===== src/rtl/alu_pkg.sv =====
// Opcode and flag-bit definitions shared by the ALU, its decoder and the result stage.
package alu_pkg;

    localparam logic [4:0] OP_ADD  = 5'd0;
    localparam logic [4:0] OP_ADDC = 5'd1;
    localparam logic [4:0] OP_SUB  = 5'd2;
    localparam logic [4:0] OP_SUBB = 5'd3;
    localparam logic [4:0] OP_MUL  = 5'd4;
    localparam logic [4:0] OP_FADD = 5'd5;
    localparam logic [4:0] OP_FSUB = 5'd6;
    localparam logic [4:0] OP_FMUL = 5'd7;
    localparam logic [4:0] OP_AND  = 5'd8;
    localparam logic [4:0] OP_OR   = 5'd9;
    localparam logic [4:0] OP_XOR  = 5'd10;
    localparam logic [4:0] OP_NAND = 5'd11;
    localparam logic [4:0] OP_NOR  = 5'd12;
    localparam logic [4:0] OP_XNOR = 5'd13;
    localparam logic [4:0] OP_NOT  = 5'd14;
    localparam logic [4:0] OP_NEG  = 5'd15;

    localparam logic [4:0] OP_LAST_LEGAL = 5'd15;

    localparam int FLAG_Z = 3;
    localparam int FLAG_N = 2;
    localparam int FLAG_C = 1;
    localparam int FLAG_V = 0;

    function automatic logic is_legal_op(input logic [4:0] op);
        return op <= OP_LAST_LEGAL;
    endfunction

endpackage


===== src/rtl/result_fifo.sv =====
// In-order FIFO with extra-MSB pointers; storage is not reset, read data reads 0 while empty.
module result_fifo #(
    parameter int DEPTH = 2,
    parameter int WIDTH = 40
) (
    input  logic             clk,
    input  logic             rst_n,
    input  logic             push,
    input  logic [WIDTH-1:0] wdata,
    input  logic             pop,
    output logic [WIDTH-1:0] rdata,
    output logic             full,
    output logic             empty
);

    localparam int AW = $clog2(DEPTH);
    localparam logic [AW:0] PTR_ONE = 1;

    logic [AW:0]      wr_ptr;
    logic [AW:0]      rd_ptr;
    logic [WIDTH-1:0] mem [DEPTH];
    logic             do_push;
    logic             do_pop;

    assign empty   = (wr_ptr == rd_ptr);
    assign full    = (wr_ptr[AW] != rd_ptr[AW]) && (wr_ptr[AW-1:0] == rd_ptr[AW-1:0]);
    // A full FIFO refuses the push even when the head leaves in the same cycle.
    assign do_push = push && !full;
    assign do_pop  = pop && !empty;
    assign rdata   = empty ? '0 : mem[rd_ptr[AW-1:0]];

    always_ff @(posedge clk or negedge rst_n) begin
        if (!rst_n) begin
            wr_ptr <= '0;
            rd_ptr <= '0;
        end else begin
            if (do_push) wr_ptr <= wr_ptr + PTR_ONE;
            if (do_pop)  rd_ptr <= rd_ptr + PTR_ONE;
        end
    end

    always_ff @(posedge clk) begin
        if (do_push) mem[wr_ptr[AW-1:0]] <= wdata;
    end

endmodule


===== src/rtl/alu_result_stage.sv =====
// ALU result stage: updates the Z/N/C/V flag register and queues results toward writeback.
module alu_result_stage
    import alu_pkg::*;
#(
    parameter int DEPTH  = 2,
    parameter int REG_AW = 4
) (
    input  logic              clk,
    input  logic              rst_n,
    input  logic              in_valid,
    output logic              in_ready,
    input  logic [4:0]        in_opcode,
    input  logic [31:0]       in_result,
    input  logic              in_carry,
    input  logic              in_ovf,
    input  logic [REG_AW-1:0] in_dest,
    output logic              out_valid,
    input  logic              out_ready,
    output logic [31:0]       out_result,
    output logic [REG_AW-1:0] out_dest,
    output logic [3:0]        out_flags,
    output logic [3:0]        flags,
    output logic              err_opcode
);

    localparam int EW = 32 + REG_AW + 4;

    logic [3:0]    flags_q;
    logic [3:0]    flags_next;
    logic          err_q;
    logic          full;
    logic          empty;
    logic          accept;
    logic          legal;
    logic          zr;
    logic          nr;
    logic [EW-1:0] wdata;
    logic [EW-1:0] rdata;

    assign in_ready = !full;
    assign accept   = in_valid && in_ready;
    assign legal    = is_legal_op(in_opcode);
    assign zr       = (in_result == 32'd0);
    assign nr       = in_result[31];

    always_comb begin
        flags_next = flags_q;
        case (in_opcode)
            OP_ADD, OP_ADDC, OP_SUB, OP_SUBB: begin
                flags_next[FLAG_Z] = zr;
                flags_next[FLAG_N] = nr;
                flags_next[FLAG_C] = in_carry;
                flags_next[FLAG_V] = in_ovf;
            end
            OP_MUL: begin
                flags_next[FLAG_Z] = zr;
                flags_next[FLAG_N] = nr;
                flags_next[FLAG_C] = 1'b0;
                flags_next[FLAG_V] = 1'b0;
            end
            // Float results: sign bit ignored for zero so +0 and -0 both set Z.
            OP_FADD, OP_FSUB, OP_FMUL: begin
                flags_next[FLAG_Z] = (in_result[30:0] == 31'd0);
                flags_next[FLAG_N] = nr;
            end
            OP_AND, OP_OR, OP_XOR, OP_NAND, OP_NOR, OP_XNOR, OP_NOT: begin
                flags_next[FLAG_Z] = zr;
                flags_next[FLAG_N] = nr;
            end
            OP_NEG: begin
                flags_next[FLAG_Z] = zr;
                flags_next[FLAG_N] = nr;
                flags_next[FLAG_C] = !zr;
                flags_next[FLAG_V] = (in_result == 32'h8000_0000);
            end
            default: flags_next = flags_q;
        endcase
    end

    always_ff @(posedge clk or negedge rst_n) begin
        if (!rst_n) begin
            flags_q <= 4'b0000;
            err_q   <= 1'b0;
        end else if (accept) begin
            if (legal) flags_q <= flags_next;
            else       err_q   <= 1'b1;
        end
    end

    assign wdata = {in_result, in_dest, flags_next};

    result_fifo #(
        .DEPTH (DEPTH),
        .WIDTH (EW)
    ) u_fifo (
        .clk   (clk),
        .rst_n (rst_n),
        .push  (accept && legal),
        .wdata (wdata),
        .pop   (out_ready),
        .rdata (rdata),
        .full  (full),
        .empty (empty)
    );

    assign out_valid  = !empty;
    assign out_result = rdata[EW-1 -: 32];
    assign out_dest   = rdata[4 +: REG_AW];
    assign out_flags  = rdata[3:0];
    assign flags      = flags_q;
    assign err_opcode = err_q;

endmodule


===== config.mk =====
export PLATFORM = sky130hd
export DESIGN_NAME = alu_result_stage
export DESIGN_NICKNAME = d
export VERILOG_FILES = /design/src/rtl/alu_pkg.sv /design/src/rtl/result_fifo.sv /design/src/rtl/alu_result_stage.sv
export SDC_FILE = /design/constraint.sdc
export NUM_CORES = 1
export LEC_CHECK = 0
export ABC_CLOCK_PERIOD_IN_PS = 6400
export CORE_MARGIN = 5
export CORE_UTILIZATION = 52
export CTS_CLUSTER_SIZE = 10
export DETAILED_ROUTE_END_ITERATION = 16
export GPL_TIMING_DRIVEN = 0
export MAX_ROUTING_LAYER = met4
export PLACE_DENSITY = 0.84
export REMOVE_ABC_BUFFERS = 1
export SYNTH_ARGS = -nofsm -noshare
export SYNTH_HDL_FRONTEND = slang
export SYNTH_SLANG_ARGS = --single-unit

===== constraint.sdc =====
create_clock -name clk -period 6.4 [get_ports clk]
set_input_delay 1.28 -clock clk [delete_from_list [all_inputs] [get_ports clk]]
set_output_delay 1.28 -clock clk [all_outputs]
set_load 0.01 [all_outputs]

# [Word-level counts from Yosys, hierarchy flattened]
# Memory sizes are Yosys's and may differ from the RTL's.
# Index checks and enable logic that the tools add are counted.
[totals] mem_count=1 output_inout_bits=47 elab_cells=49 register_bits=9 inputBits=47 ram_bits=80
[mem_list] name="u_fifo.mem" words=2 width=40 rd=1 rd_clocked_by_memory_dff=0 wr=1 line_no="result_fifo.sv:21" source="logic [WIDTH-1:0] mem [DEPTH];"
[classes] bitwise_logic=1 n_eq_ne=19 n_reduce_logical=16 magnitude_cmp=1 addsub=2 muxes=5
[ops] operator="5-bit by 4-bit equality test with 1-bit output (second input constant)" count=8
[ops] operator="40-bit two-way mux" count=1
[ops] operator="32-bit equality test (second input constant)" count=1
[ops] operator="32-bit logical NOT" count=1
[ops] operator="31-bit logical NOT" count=1
[ops] operator="5-bit by 3-bit equality test with 1-bit output (second input constant)" count=4
[ops] operator="13-bit OR reduction" count=1
[ops] operator="5-bit by 2-bit equality test with 1-bit output (second input constant)" count=2
[ops] operator="2-bit one-hot mux with 3 select lines" count=1
[ops] operator="5-bit by 1-bit equality test with 1-bit output (second input constant)" count=1
[ops] operator="5-bit by 4-bit <= comparator with 1-bit output (second input constant)" count=1
[ops] operator="1-bit logical AND" count=5
[ops] operator="5-bit logical NOT" count=1
[ops] operator="2-bit by 1-bit adder with 2-bit output (second input constant)" count=2
[ops] operator="2-bit one-hot mux with 2 select lines" count=1
[ops] operator="2-bit AND reduction" count=2
[ops] operator="4-bit OR reduction" count=1
[ops] operator="1-bit logical NOT" count=3
[ops] operator="3-bit OR reduction" count=1
[ops] operator="2-bit equality test" count=1
[ops] operator="1-bit two-way mux" count=2
[ops] operator="1-bit equality test" count=1
[ops] operator="1-bit inequality test" count=1
[ops] operator="1-bit inverter" count=1

# [Depth between registers and ports, before layout]
# Gate-level depths: netlist (run 1).
[logic_depth] ltp_word=8 depth_mapped=7 mapped_depth_nobuf=5

# [Cells and area by module]
# Synthesis (run 1) repeated with hierarchy kept, for this count alone.
[unflattened] hier_cells=244 hier_area_um2=3751.1
[by_module_without_submodules] mod="result_fifo" area_each_um2=3325.7 seq_area_each_um2=2502.4 instances=1 cells_each=195
[by_module_without_submodules] mod="alu_result_stage" area_each_um2=425.4 seq_area_each_um2=125.1 instances=1 cells_each=49

# [Worst setup path before layout (run 1)]
# OpenSTA, ideal clock, no wires.
[synth_timing] path_type="in2reg" startpoint="input port in_opcode[4]" endpoint="memory u_fifo.mem[0][0], enable pin" arrival_ns=3.667 stages=5 setup_time_ns=0.442 required_time_ns=5.958 path_buffers=2 path_slack_ns=2.291 path_cell_list="buf_2 > nand2b_1 > a21oi_2 > buf_6 > nor2b_1"
[synth_via] elab_chain_cells=5
[synth_lines] item="start: declaration" line_no="alu_result_stage.sv:12" source="input logic [4:0] in_opcode,"
[synth_lines] item="5-bit by 4-bit <= comparator with 1-bit output" line_no="alu_pkg.sv:29" source="return op <= OP_LAST_LEGAL;"
[synth_lines] item="1-bit logical AND" line_no="alu_result_stage.sv:98" source=".push (accept && legal),"
[synth_lines] item="1-bit logical AND" line_no="result_fifo.sv:28" source="assign do_push = push && !full;"
[synth_lines] item="1-bit two-way mux" line_no="result_fifo.sv:43" source="if (do_push) mem[wr_ptr[AW-1:0]] <= wdata;"
[synth_lines] item="1-bit two-way mux (not written as such)" line_no="result_fifo.sv:43"
[synth_lines] item="end: declaration" line_no="result_fifo.sv:21"
# Every way passes these cells.

# [Final worst setup path (run 1)]
[layout_timing] startpoint="register u_fifo.rd_ptr[0]" endpoint="output port out_flags[3]"
[layout_via] elab_chain_cells=2 word_cells_on_any_way=3 cone_classes="eq/ne (1); mux (1); memory (1)"
[layout_lines] item="start: declaration" line_no="result_fifo.sv:20" source="logic [AW:0] rd_ptr;"
[layout_lines] item="start signal: assignment" line_no="result_fifo.sv:38" source="if (do_pop) rd_ptr <= rd_ptr + PTR_ONE;"
[layout_lines] item="memory read 2 x 40 bit or 2-bit equality test (tied branches)"
[layout_lines] item="40-bit two-way mux *" line_no="result_fifo.sv:30" source="assign rdata = empty ? '0 : mem[rd_ptr[AW-1:0]];"
[layout_lines] item="end: declaration" line_no="alu_result_stage.sv:21" source="output logic [3:0] out_flags,"
# Mark *: on every way between the ends. The rest lies on a longest branch, timed or not.

==> results of run 1 <==
## registers in the layout, summed over array words and instances, names as in the netlist
register / flops
err_opcode: 1
u_fifo.wr_ptr: 2
u_fifo.mem: 80
u_fifo.rd_ptr: 2
flags: 4
## layout make-up
cell class	instances	area (um^2)
tap	96	120
sequential	89	2630
fill	457	1900
inverter	1	3.75
clock buffer	10	128
multi-input combinational	134	937
clock inverter	6	82.6
timing repair buffer	96	991
## power by group through the flow
| stage | Sequential (uW) | Clock [uW] | Combinational [uW] |
|---|---|---|---|
| after floorplan | 860 | 0 | 495 |
| after global placement | 881 | 0 | 1070 |
| after detailed placement | 842 | 0 | 1130 |
| after CTS | 830 | 415 | 1130 |
| after global routing | 842 | 437 | 1200 |
| final | 827 | 407 | 1110 |
## layer usage
metal  global-route usage, %  vias to the layer above  wire length [um]  share of wire (%)
met5                       -                        -                 0                  0
met4                    8.67                        0                80                1.1
met3                    2.98                        8               424                5.9
met2                    28.6                       70              3680                 51
met1                    21.9                     1069              3020                 42
li1                        -                     1071                 -                  -
## worst max-delay path, cell delays in order (launching register included)
cell and delay (ns):
dfrtp_2 0.74, buf_12 0.29, xnor2_2 0.16, and2_2 0.73
nor2_1 0.15, clkdlybuf4s50_1 0.52
## through the flow
step	hold slack, ns	util [%]
after floorplan	0.498	-
after CTS	0.486	72.0
after global routing	0.523	72.0
after global placement	0.455	67.8
final	0.491	72.0
after detailed placement	0.464	68.9
## kinds of logic (layout without fill, tap and decap cells)
family                    Yosys count  in the layout  share of synthesized area [%]
xor gates and xnor gates            7              7                           1.90
DFF                                89             89                           72.4
muxes                              42             42                           11.7
and+or+nand+nor                    70             70                           9.04
AOI/OAI and AO/OA                  15             15                           2.97
buffers and inverters              13            113                           2.00
## worst max-delay path by stage
stage                                 from               end  slack, ns
final                     u_fifo.rd_ptr[0]      out_flags[3]       2.17
after global routing      u_fifo.rd_ptr[0]    out_result[26]       1.93
after CTS                 u_fifo.rd_ptr[0]      out_flags[3]       2.07
after detailed placement  u_fifo.rd_ptr[0]      out_flags[3]       2.47
after global placement    u_fifo.rd_ptr[0]  u_fifo.mem[0][7]       0.35
after floorplan           u_fifo.rd_ptr[0]  u_fifo.mem[0][0]       1.96
## Yosys cell counts
cell       n
a211o_1    1
a21oi_1    3
a21oi_2    1
a221o_1    1
a22o_1     1
a31o_2     2
a41oi_1    1
and2_1     4
buf_2     10
buf_4      1
buf_6      1
dfrtp_1    9
edfxtp_1  80
inv_2      1
mux2_2     2
mux2i_1   40
nand2_1    3
nand2b_1   3
nand3_1    2
nand4_1    3
nor2_1    42
nor2b_1    2
nor3_1     2
nor3b_1    1
nor3b_2    1
nor4_1     7
o21a_1     2
o21ai_0    2
o21ai_1    1
xnor2_1    3
xnor2_2    1
xor2_1     3
==> out/metrics.yaml, run 1 <==
syn_inst: 236
power_frac_comb_pct: 47.3
nNetsFinal: 378
cts.sinks: 89
numCtsBuffers: 9
finalSetupViolCount: 0
final.min_clock_period_ns: 4.23
grt_overflow: 0
yosysTopAreaCellShare_pct: 66.2
crit_type: "reg -> out"
clockPowerShare_pct: 17.4
wirelength_um: 7210
setup_slack_ns: 2.17
worst_pin_slew_ns: 0.814
status: "complete, no violations"
max_cap_violations: 0
min_from: "err_opcode"
clock_latency_ns: 0.35
pre_cts_ws_ns: 2.47
diodes: 0
irDropWorstVdd_mv: 0.420
r2r-start: "u_fifo.rd_ptr[0]"
clockBufferDepth: 2
vias_per_cell: 5.13
ant_nets: 0
root_buffer: "clkbuf_8"
setup_tns_ns: 0
syn_to_final_growth_pct: 34.8
power_density_nw_per_um2: 479
vias: 2218
cts_tree: "yes"
swShare_pct: 33.1
port_buffers: 93
placed_area_um2: 4680
layout_commonest_cell: "clkdlybuf4s50_1"
p_leak_uw: 0.00176
reg2reg_to: "u_fifo.mem[0][20]"
fp.dieH_um: 93.5
final_layout_size_suffix_gt1_share_pct: 8.33
core-area_um2: 6790
ctsResizeCount: 0
first_pass_iters: 4
layout.cells.non_filler: 432
startpoint_type: "flop"
switchingPower_uw: 774
antenna_found_initial: 0
drc: 0
period_share_pct: 66.1
fmax_mhz: 236
worstRegToRegCells: 5
end_kind: "output port"
rsz0062_at_grt: "no"
slew_headroom_pct: 45.7
seqPwrFrac_pct: 35.3
path_max_fanout: 41
drtIter0Drc: 96
power_uw: 2340
clock_skew_ns: 0.00807
design_area_um2: 4890
cts-hold-fix-buffers: 0
avgSynthCellArea_um2: 15.4
clkTransAtPathRegs_ns: 0.08
synth-seq-cells: 89
min_path_type: "reg -> reg"
fp.dieArea_um2: 8750
reg2reg_slack_ns: 3.76
synth_top_area_cell: "edfxtp_1"
post_cts_buffers: 0
grt_pass1_vias: 2314
gp_congestion: 0.896
wl_per_cell_um: 16.7
start_util_pct: 53.4
track_usage_pct: 17.8
mostFrequentLayoutCells: "clkdlybuf4s50_1 (93), edfxtp_1 (80), nor2_1 (42)"
whs_path_depth: 1
htree_levels: 3
synth_cell_types: 32
synthesis.area_um2: 3630
grt_pass1_wl_um: 11500
yosysWarnings: 0
grt_max_degree: 42
seq_area_frac_synth_pct: 72.4
dp_hpwl_um: 4910
ios: 94
finalHoldViolations: 0
fp.dieW_um: 93.5
holdPathEnd: "err_opcode"
core.rowCount: 30
p_int_uw: 1570
placedCellCount: 416
cp.arrival_ns: 2.95
cp.required_ns: 5.12
synthTopCellsByArea: "edfxtp_1 (66%), mux2i_1 (11%), dfrtp_1 (6.2%)"
finalMaxSlewViolations: 0
No activity file was read; power rests on OpenSTA's default activity.
==> run 2: changes to the inputs <==
ABC_CLOCK_PERIOD_IN_PS = 4200   (was 6400)
CORE_UTILIZATION = 48   (was 52)
PLACE_DENSITY = 0.79   (was 0.84)
clock period = 4.2 ns   (was 6.4 ns; I/O delays follow)
==> run 2 against run 1 <==
Sequential power is 51% higher. Clock power is 39% higher. Die area is 7.4% higher.
==> out/metrics.yaml, run 2 (same netlist as run 1, synthesis figures left out) <==
mostFrequentLayoutCells: "clkdlybuf4s50_1 (93), edfxtp_1 (80), nor2_1 (42)"
final_layout_size_suffix_gt1_share_pct: 8.93
track_usage_pct: 16.1
final.min_clock_period_ns: 3.46
syn_to_final_growth_pct: 34.5
cts.sinks: 89
drtIter0Drc: 61
crit_type: "reg -> out"
wirelength_um: 7250
grt_pass1_vias: 2342
ios: 94
cp.required_ns: 3.36
setup_slack_ns: 0.743
numCtsBuffers: 9
fill_cells: 556
finalHoldViolations: 0
drc: 0
fp.dieH_um: 96.9
clock_latency_ns: 0.34
min_path_type: "reg -> reg"
post_cts_buffers: 0
cts-hold-fix-buffers: 0
p_leak_uw: 0.00177
multiInputGateArea_um2: 937
largest_reg_flops: 80
vias_per_cell: 5.13
wl_per_cell_um: 16.7
port_buffers: 93
startpoint_type: "flop"
root_buffer: "clkbuf_8"
seq_area_um2: 2630
grt_pass1_wl_um: 11700
grt_overflow: 0
start_util_pct: 49.7
ctsResizeCount: 0
vias: 2232
slew_headroom_pct: 44.7
layout_commonest_cell: "clkdlybuf4s50_1"
period_share_pct: 82.3
reg2reg_slack_ns: 1.88
gp_congestion: 0.772
end_kind: "output port"
htree_levels: 3
antenna_found_initial: 0
rsz0062_at_grt: "no"
clkTransAtPathRegs_ns: 0.08
status: "complete, no violations"
core.rowCount: 31
fp.dieArea_um2: 9400
clock_skew_ns: 0.00748
grt_max_degree: 42
dp_hpwl_um: 4930
pre_cts_ws_ns: 1.04
cp.arrival_ns: 2.62
nNetsFinal: 378
power_uw: 3520
core-area_um2: 7290
power_density_nw_per_um2: 721
first_pass_iters: 4
clockBufferDepth: 2
irDropWorstVdd_mv: 0.699
final_core_util_pct: 66.9
cts_tree: "yes"
path_max_fanout: 41
finalMaxSlewViolations: 0
worst_pin_slew_ns: 0.829
max_cap_violations: 0
finalSetupViolCount: 0
fmax_mhz: 289
ant_nets: 0
fp.dieW_um: 96.9
diodes: 0
run 2: per-stage QoR:
| stage | instance area, um^2 | cells | hold WS [ns] | TNS, ns |
|---|---|---|---|---|
| after detailed placement | 4680 | 419 | 0.474 | 0 |
| final | 4880 | 435 | 0.492 | 0 |
| after global routing | 4880 | 435 | 0.542 | 0 |
| after floorplan | 3560 | 224 | 0.498 | -9.76 |
| after global placement | 4610 | 416 | 0.455 | -141.22 |
| after CTS | 4880 | 435 | 0.499 | 0 |
run 2: final cells by class:
class                           instances  area share (%)
Tap cell                               99            2.54
Timing Repair Buffer                   96            20.3
Clock inverter                          7            1.44
Clock buffer                            9            2.54
Multi-Input combinational cell        134            19.2
Inverter                                1          0.0769
Sequential cell                        89            53.9
run 2: final timing paths:
| kind | start | end | depth (start not counted) |
|---|---|---|---|
| min in group asynchronous | rst_n | flags[2] | 1 |
| max | u_fifo.rd_ptr[0] | out_flags[0] | 4 |
| max reg2reg | u_fifo.rd_ptr[0] | u_fifo.mem[0][26] | 4 |
| max in group asynchronous | rst_n | u_fifo.rd_ptr[0] | 1 |
| min | err_opcode | err_opcode | 1 |
| min reg2reg | err_opcode | err_opcode | 1 |
run 2: layer usage:
layer	vias up	track usage (%)	part of all wire, %
met5	-	-	0
met3	9	3.88	5.1
met4	0	5.08	1.2
met2	69	26.9	50
met1	1084	19.4	43
li1	1070	-	-
run 2: critical path: stages, from the launching register on:
cell and delay, ns:
dfrtp_2 0.59, xnor2_2 0.28, and2_2 0.73, nor2_1 0.14, clkdlybuf4s50_1 0.52
run 2: report_power, final:
| part | leakage, uW | internal [uW] | switching [uW] | total, uW |
|---|---|---|---|---|
| clock | 0.000101 | 275 | 292 | 567 |
| combinational | 0.000830 | 905 | 796 | 1700 |
| sequential | 0.000836 | 1150 | 98.3 | 1250 |
==> RTL edit (flow settings as in run 2) <==
Reset style: synchronous (`rst_n`), changed in 2 clocked blocks.
--- a/src/rtl/result_fifo.sv
+++ b/src/rtl/result_fifo.sv
@@ -30,5 +30,5 @@
     assign rdata   = empty ? '0 : mem[rd_ptr[AW-1:0]];
 
-    always_ff @(posedge clk or negedge rst_n) begin
+    always_ff @(posedge clk) begin
         if (!rst_n) begin
             wr_ptr <= '0;
--- a/src/rtl/alu_result_stage.sv
+++ b/src/rtl/alu_result_stage.sv
@@ -78,5 +78,5 @@
     end
 
-    always_ff @(posedge clk or negedge rst_n) begin
+    always_ff @(posedge clk) begin
         if (!rst_n) begin
             flags_q <= 4'b0000;
Check against the original RTL: differs if rst_n is asserted again (counterexample within 4 cycles, from zero or initial values and one cycle with rst_n low); with rst_n held inactive, the same outputs for 10 cycles.
==> RTL edit against run 2 <==
Via count rose by 3.6%; cell area up 3.3%; synthesized area up 0.28%; count of clock-buffer cells in the layout up 2; first-iteration DRC count grew 26%; setup slack improved by 0.46 ns; sequential cell count grew 1; clock skew decreased by 0.0014 ns; wire length fell by 0.15%.
Power is not compared: it rests on default switching activity, and its combinational part moved more than twofold at a synthesized area within 25%.
==> RTL edit: results (changes against run 2) <==
Route:
- The met3 routed wirelength came to 318 um (-13%).
- The detailed-route wire length is 7.23 mm (-0.15%).
- The via total after detailed routing is 2312 (+3.6%).
- The routed metal-1 wire length is 3.11 mm (-1.1%).
- The wire length on met2 was 3.71 mm (+1.5%).
- The initial detailed-routing violation count is 77 (+26%).

Timing:
- The worst setup margin is 1.20 ns (+0.460 ns).
- The slew at the pin with the worst max-slew slack is 0.638 ns (-0.191 ns).
- The final-layout worst hold slack is 0.523 ns (+0.0319 ns).
- The post-route clock skew is 0.00611 ns (-0.00137 ns).

Cells and area:
- The fraction of layout cells with a size suffix above 1 is 7.12% (-1.8 points).
- The number of nets in the final layout was 393 (+4.0%).
- The final instance count without filler cells is 450 (+3.4%).
- The count of fill cells added during filler insertion is 496 (-11%).

GRT:
- The met3 global-route usage came to 3.66% (-0.22 points).
- The met1 track demand over resource in global routing came to 18.5% (-0.92 points).
- The first-pass GRT wire length is 11.5 mm (-1.5%).

Place:
- The worst slack at placement is 1.01 ns (-0.0388 ns).
- The final RePlAce weighted congestion is 0.838 (+8.6%).
- The placed wire-length estimate was 5.00 mm (+1.3%).
- The cell area after placement was 0.00476 sq mm (+1.6%).
- The cell count after placement is 434 (+3.6%).

Synthesis:
- The share of flip-flops with an asynchronous set or reset is 0% (-10 points).
- By area the synthesized netlist is led by edfxtp_1 66%, mux2i_1 11%, dfxtp_1 5.5%.
- The multiplexer fraction of the synthesized cell area is 11.3% (-0.38 points).
- In the synthesized netlist, the cells that appear most often are 80 x edfxtp_1, 47 x nor2_1, 41 x mux2i_1.
- The share of the synthesized area in compound gates (AO/OA/AOI/OAI) came to 3.78% (+0.82 points).
- The post-synthesis cell type count came to 31 (-3.1%).

Setup path:
- The slowest cell on the critical path is dfxtp_2.
- The worst register-to-register path begins at u_fifo.rd_ptr[0].
- The endpoint identified for the worst register-to-register timing path is u_fifo.mem[0][31].
- The data arrival time at the worst-slack endpoint is 2.16 ns (-0.46 ns).
- The biggest fanout along the worst timing path was 22 (-46%).
- The worst reg-to-reg setup slack is 2.09 ns (+0.21 ns).

Pwr:
- In this run, flip-flops and latches consume 42.5% of the power.

Clock network:
- The clock transition at the registers of the reported paths is 0.08 ns (about the same).
- The CTS root buffer is clkbuf_8.

Min path:
- The path with the worst hold slack has its endpoint at err_opcode.
- The number of cells traversed by the worst hold path came to 2 (+1).

Status:
- The run finished with clean final reports.
## RTL edit: changes by cell type in the layout (fill, tap and decap cells not counted), sizes merged, moves of 4 or more
cell / run 2 / this run
clkinv: 5 / 0
dfxtp: 0 / 10
dfrtp: 9 / 0
bufinv: 1 / 5
nor2: 42 / 47
## RTL edit: how the worst max path moves through the flow
stage,from,end,depth (start not counted)
after floorplan,in_opcode[4],u_fifo.wr_ptr[1],4
after global placement,in_opcode[4],u_fifo.wr_ptr[1],5
after detailed placement,in_opcode[4],u_fifo.mem[0][27],5
after CTS,flip-flop,out_result[3],4
after global routing,flip-flop,out_result[0],4
final,flip-flop,out_result[3],4
## RTL edit: cell families after synthesis
family | Yosys count
buffers and inverters | 15
XOR/XNOR | 6
multiplexers | 41
AO/OA/AOI/OAI | 17
flip-flops | 90
AND/OR/NAND/NOR | 80
## RTL edit: area by class of cell
| cell class | instances | share of cell area (%) |
|---|---|---|
| Sequential cell | 90 | 51.7 |
| Timing Repair Buffer | 98 | 20.4 |
| Multi-Input combinational cell | 144 | 19.7 |
| Clock inverter | 5 | 2.98 |
| Clock buffer | 11 | 2.61 |
| Tap cell | 99 | 2.46 |
| Inverter | 3 | 0.223 |
## RTL edit: critical path, delay by kind of cell, from the launching register on
family / cells / cell delay [ns]
AND/OR/NAND/NOR: 1 / 0.06
multiplexers: 1 / 0.24
flip-flops: 1 / 0.74
buffers and inverters: 2 / 0.75
## RTL edit: stage by stage
stage | total power, mW | utilization, %
finish | 2.51 | 68.7
detailed placement | 1.74 | 64.9
CTS | 2.53 | 68.7
global placement | 1.70 | 63.3
floorplan | 1.37 | -
global route | 2.61 | 68.7
